<file path="src/rtl/fetch_sequencer_pkg.sv">
// Shared datapath definitions for the instruction fetch sequencer:
// state encoding, sequential PC step and word-alignment helpers.
package fetch_sequencer_pkg;

    typedef enum logic [1:0] {
        ST_REQ  = 2'd0,
        ST_WAIT = 2'd1,
        ST_HOLD = 2'd2
    } fetch_state_t;

    localparam logic [31:0] PC_STEP_DEFAULT = 32'd4;
    localparam logic [31:0] WORD_ALIGN_MASK = 32'hFFFF_FFFC;

    // Redirect targets are forced onto a word boundary before loading the PC.
    function automatic logic [0:31] align_word(input logic [0:31] addr);
        return addr & WORD_ALIGN_MASK;
    endfunction

endpackage

</file>
<file path="src/rtl/fetch_sequencer_adder.sv">
// 32-bit modulo adder shared by the fetch PC increment and the pc_next output.
module fetch_sequencer_adder (
    input  logic [0:31] a,
    input  logic [0:31] b,
    output logic [0:31] sum
);

    assign sum = a + b;

endmodule

</file>
<file path="src/rtl/fetch_sequencer.sv">
// Instruction fetch sequencer: one outstanding imem read, a single-entry
// registered output buffer toward decode, and redirect handling with drop.
module fetch_sequencer
    import fetch_sequencer_pkg::*;
#(
    parameter logic [31:0] RESET_PC = 32'h0000_0000,
    parameter logic [31:0] PC_STEP  = PC_STEP_DEFAULT
) (
    input  logic        clk,
    input  logic        rst,
    output logic        imem_req,
    output logic [0:31] imem_addr,
    input  logic        imem_ready,
    input  logic        imem_rvalid,
    input  logic [0:31] imem_rdata,
    output logic        inst_valid,
    input  logic        inst_ready,
    output logic [0:31] inst_word,
    output logic [0:31] inst_pc,
    output logic [0:31] inst_pc_next,
    input  logic        redirect_valid,
    input  logic [0:31] redirect_target
);

    fetch_state_t state_r;
    fetch_state_t state_s;
    logic [0:31]  pc_r;
    logic [0:31]  pc_s;
    logic [0:31]  pc_inc_s;
    logic [0:31]  step_s;
    logic         drop_r;
    logic         drop_s;
    logic         capture_s;
    logic         release_s;

    assign step_s = PC_STEP;

    fetch_sequencer_adder u_pc_adder (
        .a   (pc_r),
        .b   (step_s),
        .sum (pc_inc_s)
    );

    assign imem_req  = (state_r == ST_REQ);
    assign imem_addr = pc_r;

    // Next-state, next-PC and drop-flag decode; redirect always has priority.
    always_comb begin
        state_s   = state_r;
        pc_s      = pc_r;
        drop_s    = drop_r;
        capture_s = 1'b0;
        release_s = 1'b0;
        case (state_r)
            ST_REQ: begin
                if (redirect_valid) begin
                    pc_s = align_word(redirect_target);
                    // The old address was accepted in this same cycle, so its data must be dropped.
                    if (imem_ready) begin
                        state_s = ST_WAIT;
                        drop_s  = 1'b1;
                    end else begin
                        state_s = ST_REQ;
                    end
                end else if (imem_ready) begin
                    state_s = ST_WAIT;
                end else begin
                    state_s = ST_REQ;
                end
            end
            ST_WAIT: begin
                if (redirect_valid) begin
                    pc_s = align_word(redirect_target);
                    if (imem_rvalid) begin
                        state_s = ST_REQ;
                        drop_s  = 1'b0;
                    end else begin
                        state_s = ST_WAIT;
                        drop_s  = 1'b1;
                    end
                end else if (imem_rvalid) begin
                    if (drop_r) begin
                        state_s = ST_REQ;
                        drop_s  = 1'b0;
                    end else begin
                        state_s   = ST_HOLD;
                        capture_s = 1'b1;
                    end
                end else begin
                    state_s = ST_WAIT;
                end
            end
            ST_HOLD: begin
                if (redirect_valid) begin
                    pc_s      = align_word(redirect_target);
                    state_s   = ST_REQ;
                    release_s = 1'b1;
                end else if (inst_ready) begin
                    pc_s      = pc_inc_s;
                    state_s   = ST_REQ;
                    release_s = 1'b1;
                end else begin
                    state_s = ST_HOLD;
                end
            end
            default: begin
                state_s = ST_REQ;
                drop_s  = 1'b0;
            end
        endcase
    end

    // FSM state, fetch PC and drop flag.
    always_ff @(posedge clk or posedge rst) begin
        if (rst) begin
            state_r <= ST_REQ;
            pc_r    <= RESET_PC;
            drop_r  <= 1'b0;
        end else begin
            state_r <= state_s;
            pc_r    <= pc_s;
            drop_r  <= drop_s;
        end
    end

    // Registered instruction buffer offered to decode.
    always_ff @(posedge clk or posedge rst) begin
        if (rst) begin
            inst_valid   <= 1'b0;
            inst_word    <= 32'h0000_0000;
            inst_pc      <= 32'h0000_0000;
            inst_pc_next <= 32'h0000_0000;
        end else if (capture_s) begin
            inst_valid   <= 1'b1;
            inst_word    <= imem_rdata;
            inst_pc      <= pc_r;
            inst_pc_next <= pc_inc_s;
        end else if (release_s) begin
            inst_valid   <= 1'b0;
        end else begin
            inst_valid   <= inst_valid;
        end
    end

endmodule

</file>
<file path="config.mk">
export PLATFORM = sky130hd
export DESIGN_NAME = fetch_sequencer
export DESIGN_NICKNAME = d
export VERILOG_FILES = /design/src/rtl/fetch_sequencer_pkg.sv /design/src/rtl/fetch_sequencer_adder.sv /design/src/rtl/fetch_sequencer.sv
export SDC_FILE = /design/constraint.sdc
export NUM_CORES = 1
export LEC_CHECK = 0
export CORE_MARGIN = 10
export CORE_UTILIZATION = 40
export DETAILED_ROUTE_END_ITERATION = 8
export PLACE_DENSITY = 0.65
export SLEW_MARGIN = 20
export SYNTH_ARGS = -nofsm -noshare
export SYNTH_HDL_FRONTEND = slang
export SYNTH_HIERARCHICAL = 1
export SYNTH_SLANG_ARGS = --single-unit
</file>
<file path="constraint.sdc">
create_clock -name clk -period 7.28 [get_ports clk]
set_clock_uncertainty 0.05 [all_clocks]
set_input_delay 1.092 -clock clk [delete_from_list [all_inputs] [get_ports clk]]
set_output_delay 1.092 -clock clk [all_outputs]
set_load 0.01 [all_outputs]
</file>
Word-level counts from Yosys, hierarchy flattened
Cells that the tools add are included.

operators by class
  $add $sub $neg = 1
  mux-type cells = 27
  equality and inequality tests = 7
  bitwise logic cells = 1
  reduce and logical (&&, ||, !) cells = 6

operators by type and width
  kind                                           number
  two-way mux 32 bit                             3
  one-hot mux 32 bit (2 select lines)            1
  adder 32 x 3 -> 32 bit, second input constant  1
  two-way mux 1 bit                              16
  two-way mux 2 bit                              5
  != test 2 x 1 -> 1 bit, second input constant  3
  != test 3 bit, second input constant           2
  one-hot mux 2 bit (3 select lines)             1
  AND reduction 4 bit                            1
  nonzero test 2 bit                             2
  one-hot mux 1 bit (3 select lines)             1
  AND reduction 3 bit                            1
  == test 2 x 1 -> 1 bit, second input constant  1
  == test 2 bit, second input constant           1
  zero test 2 bit                                1
  OR reduction 2 bit                             1
  inverter 1 bit                                 1

storage, ports and cells
  logic and storage cells = 49
  flip-flop bits (word level) = 132

Depth between registers and ports, before layout
  word-level depth = 5
  mapped depth = 11
  depth with buffers taken out = 11

Modules after synthesis
The synthesis kept the hierarchy.

modules (own cells, without submodules)
  module                 area an instance (um^2)  sequential area each (um^2)  times used  cells each
  fetch_sequencer        5,535.3                  3,303.2                      1           405
  fetch_sequencer_adder  1,712.9                  0.0                          1           236

Worst setup path before layout
OpenSTA, ideal clock, no wires.

  kind = register to register
  start = reg pc_r, in the netlist imem_addr[28]
  end = reg inst_pc_next[13] (netlist bit)
  slack = 4.613 ns
  path buffers = 0
  data required time = 7.105 ns
  library setup time = 0.125 ns
  arrival time = 2.492 ns
  cell stages (with the launch flop) = 10
  clock period less this slack = 2.667 ns
  cell sequence = dfrtp_1 ha_1 and3_1 a221oi_4 o211ai_2 a31o_2 a31oi_1 o21ai_0 xor2_1 mux2_2

between the ends
  word-level cells in the longest chain between the ends = 1

RTL lines
  element                 line                        RTL
  from (decl)             fetch_sequencer.sv:27       logic [0:31] pc_r;
  from (signal assigned)  fetch_sequencer.sv:121      pc_r <= pc_s;
  adder 32 x 3 -> 32 bit  fetch_sequencer_adder.sv:8  assign sum = a + b;
  via pc_inc_s, one bit   fetch_sequencer.sv:29       logic [0:31] pc_inc_s;
  to (signal assigned)    fetch_sequencer.sv:137      inst_pc_next <= pc_inc_s;
  to (decl)               fetch_sequencer.sv:20       output logic [0:31] inst_pc_next,

The timed path passes the listed nets, and every way through them passes these cells.
A chain may end at the register's enable or synchronous reset.

Worst setup path after layout
  start = in redirect_valid
  end = reg inst_pc[9] (netlist bit)

between the ends
  word-level cells in the longest chain between the ends = 2

RTL lines
  element               line                    RTL
  from (decl)           fetch_sequencer.sv:21   input logic redirect_valid,
  two-way mux 1 bit     fetch_sequencer.sv:72   if (redirect_valid) begin
  two-way mux 1 bit     fetch_sequencer.sv:54   case (state_r)
  to (signal assigned)  fetch_sequencer.sv:136  inst_pc <= pc_r;
  to (decl)             fetch_sequencer.sv:19   output logic [0:31] inst_pc,

Every way passes these cells.

==> results.json <==
{
  "max_clock_freq_ghz": 0.2903,
  "finalSetupViolations": 0,
  "max_cap_violations": 0,
  "max_slew.worst_pin.slew_ns": 0.9702,
  "flow.area_growth_from_synthesis_pct": 39.55,
  "floorplan.core_area_um2": 17900,
  "via_per_inst": 5.420,
  "grt_overflow_total": 0,
  "postSynth.topFlopCell": "sky130_fd_sc_hd__dfrtp_1",
  "post_cts_buffers": 0,
  "post_route_insts_no_fill": 1097,
  "ys_seq_area_share_pct": 45.57,
  "worstSkewPairLatency_ns": 0.42,
  "worstHoldEndpoint": "inst_pc[18]",
  "gpl.final_weighted_congestion": 0.8815,
  "share_of_layout_cells_above_drive_strength_1_pct": 18.55,
  "cp-end-kind": "flop",
  "floorplan.io_pins": 200,
  "die_w_um": 154.6,
  "async_reset_ff_share_pct": 100.0,
  "number_of_antenna_violations_at_the_first_check_in_global_routing": 1,
  "cts_hold_buf": 0,
  "globalRouteTotalUtil_pct": 17.39,
  "clk_transition_reported_paths_ns": 0.06,
  "layout.cells.most_common_list": "sky130_fd_sc_hd__clkdlybuf4s50_1 (196), sky130_fd_sc_hd__dfrtp_1 (132), sky130_fd_sc_hd__mux2_2 (108)",
  "clk_path_buf_depth": 2,
  "finalCriticalPeriod_ns": 3.445,
  "first_global_vias": 6379,
  "worst_r2r_endpoint": "inst_pc_next[13]",
  "row_count": 49,
  "r2r.worst_path.cells": 9,
  "detail_route.drc_violations": 0,
  "syn_avg_cell_area_um2": 11.31,
  "hold_violations": 0,
  "drtPass1Iterations": 4,
  "regToRegSetupSlack_ns": 4.18,
  "crit_path_max_fanout": 60,
  "die_height_um": 154.6,
  "wl_per_cell_um": 18.96,
  "cp_data_arrival_time_ns": 3.70,
  "design.die.area_um2": 23900,
  "cell_accounting_for_the_most_synthesized_area": "sky130_fd_sc_hd__dfrtp_1",
  "hpwl_um": 15200,
  "finish.utilization_pct": 56.50,
  "i_o_buffers": 197,
  "postRouteAntennaNets": 0,
  "status": "finished clean",
  "cts_tree": "yes",
  "post-synth-top-area-fraction_pct": 45.57,
  "timing.critical_path.required_ns": 7.53,
  "mappedNetlistArea_um2": 7248,
  "timing.max_slew.rel_slack_pct": 35.32,
  "tritoncts_num_sinks": 132,
  "tritoncts.num_buffers": 17,
  "yosys-top-cells-area": "sky130_fd_sc_hd__dfrtp_1 (46%), sky130_fd_sc_hd__mux2_2 (17%), sky130_fd_sc_hd__ha_1 (5.4%)",
  "start_util_pct": 40.49,
  "post-place-cells": 1065,
  "p_leak_nw": 4.433,
  "yosysWarnings": 6,
  "grt_pass1_wl_um": 33950,
  "totalPowerFinal_mw": 3.750,
  "syn_inst": 641,
  "ys_seq_elements": 132,
  "maximum_number_of_pins_on_one_net_before_global_route_repair": 84,
  "h-tree-depth": 4,
  "multi_input_combinational_cell_area_um2": 3845,
  "dr_total_vias": 5946,
  "total_power_density_per_cell_area_nw_per_um2": 370.7,
  "hold-path-cell-count": 1,
  "finalSetupTns_ns": 0,
  "final_common_cell": "sky130_fd_sc_hd__clkdlybuf4s50_1",
  "netlist-cell-type-count": 62,
  "crit-reg2reg-launch": "imem_addr[28]",
  "detail_route.iter0.violations": 316,
  "antenna_cells_inserted": 0,
  "criticalPathCategory": "in -> reg",
  "fillCellCount": 1513,
  "finished_layout_cell_area_um2": 10110,
  "number_of_enable_type_register_cells_in_the_synthesized_netlist": 0,
  "post-route-period-util_pct": 47.32,
  "min_path_type": "reg -> reg",
  "final-max-slew-violation-count": 0,
  "cts_root_buf": "sky130_fd_sc_hd__clkbuf_16",
  "total_routed_length_um": 20800,
  "startpoint_type": "input port",
  "nNetsFinal": 957,
  "post_cts.resized_instances": 0,
  "postPlaceCellArea_um2": 9485,
  "hold_start": "inst_pc[18]",
  "rsz0062_at_grt": "false",
  "sequential_cell_area_um2": 3303,
  "vdd_ir_drop_max_mv": 0.1957
}
## through the flow
step	setup slack [ns]	hold slack, ns
2_1_floorplan	2.612	0.4625
4_1_cts	3.800	0.4445
5_1_grt	3.685	0.4648
3_3_place_gp	3.401	0.4248
3_5_place_dp	3.344	0.4308
6_report	3.835	0.4399
## sequential cells by signal, summed over array words and instances, names as in the netlist
register      count
imem_addr        32
state_r           2
inst_pc_next     32
inst_word        32
inst_pc          32
inst_valid        1
drop_r            1
## cell families after synthesis
| logic type | after synthesis | share of synthesized area (%) |
|---|---|---|
| xor+xnor | 30 | 3.625 |
| other cells | 2 | 0.1036 |
| flops | 132 | 45.57 |
| buf+inv | 48 | 3.073 |
| mux | 127 | 19.71 |
| fa+ha+maj | 32 | 5.627 |
| simple gates | 112 | 7.354 |
| compound gates | 158 | 14.93 |
## per-layer routing
layer  part of all wire [%]  routed length (um)  track usage (%)  up-vias
met2                     51               10650            29.75      170
met3                    8.3                1736            7.044       31
met5                      0                   0                0        -
met4                    2.1                 427            6.253        0
li1                       -                   -                -     2787
met1                     38                7991            18.99     2958
## layout make-up
cell class	instances	area share (%)
flip-flops and latches	132	32.66
clock buffers	19	4.478
clock inverters	13	1.707
multi-input cells	492	38.01
repair buffers	203	19.93
inverters	9	0.3835
well taps	229	2.833
## cell usage after synthesis, drive strengths merged (3+ instances only)
master / n
nand3: 8
inv: 9
nand4: 5
buf: 22
a32oi: 3
nor2b: 4
o21a: 3
a311oi: 4
o21ai: 15
xor2: 12
a21oi: 27
dfrtp: 132
a21o: 11
o21bai: 3
nor3: 4
a211oi: 3
o31ai: 4
ha: 31
xnor2: 18
mux2: 126
clkbuf: 17
a31o: 3
a31oi: 4
nand2: 22
o22ai: 60
and3: 4
nor2: 55
## critical path, cell delays in order
cell                       delay [ns]
sky130_fd_sc_hd__buf_2           0.72
sky130_fd_sc_hd__nor2_2          0.14
sky130_fd_sc_hd__nand4b_4        0.53
sky130_fd_sc_hd__buf_4           0.71
sky130_fd_sc_hd__mux2_2          0.41
## where the power goes
part / internal, mW / switching, mW
Combinational: 0.925 / 0.705
Sequential: 1.03 / 0.181
Clock: 0.561 / 0.342
## how the worst max path moves through the flow
stage | startpoint | end | slack [ns]
after floorplan | rst | drop_r | 2.61
after global placement | redirect_valid | inst_word[3] | 3.40
after detailed placement | redirect_valid | inst_word[5] | 3.34
after CTS | redirect_valid | inst_word[5] | 3.80
after global routing | redirect_valid | inst_pc[6] | 3.68
final | redirect_valid | inst_pc[9] | 3.84
(Power assumes the default switching activity.)
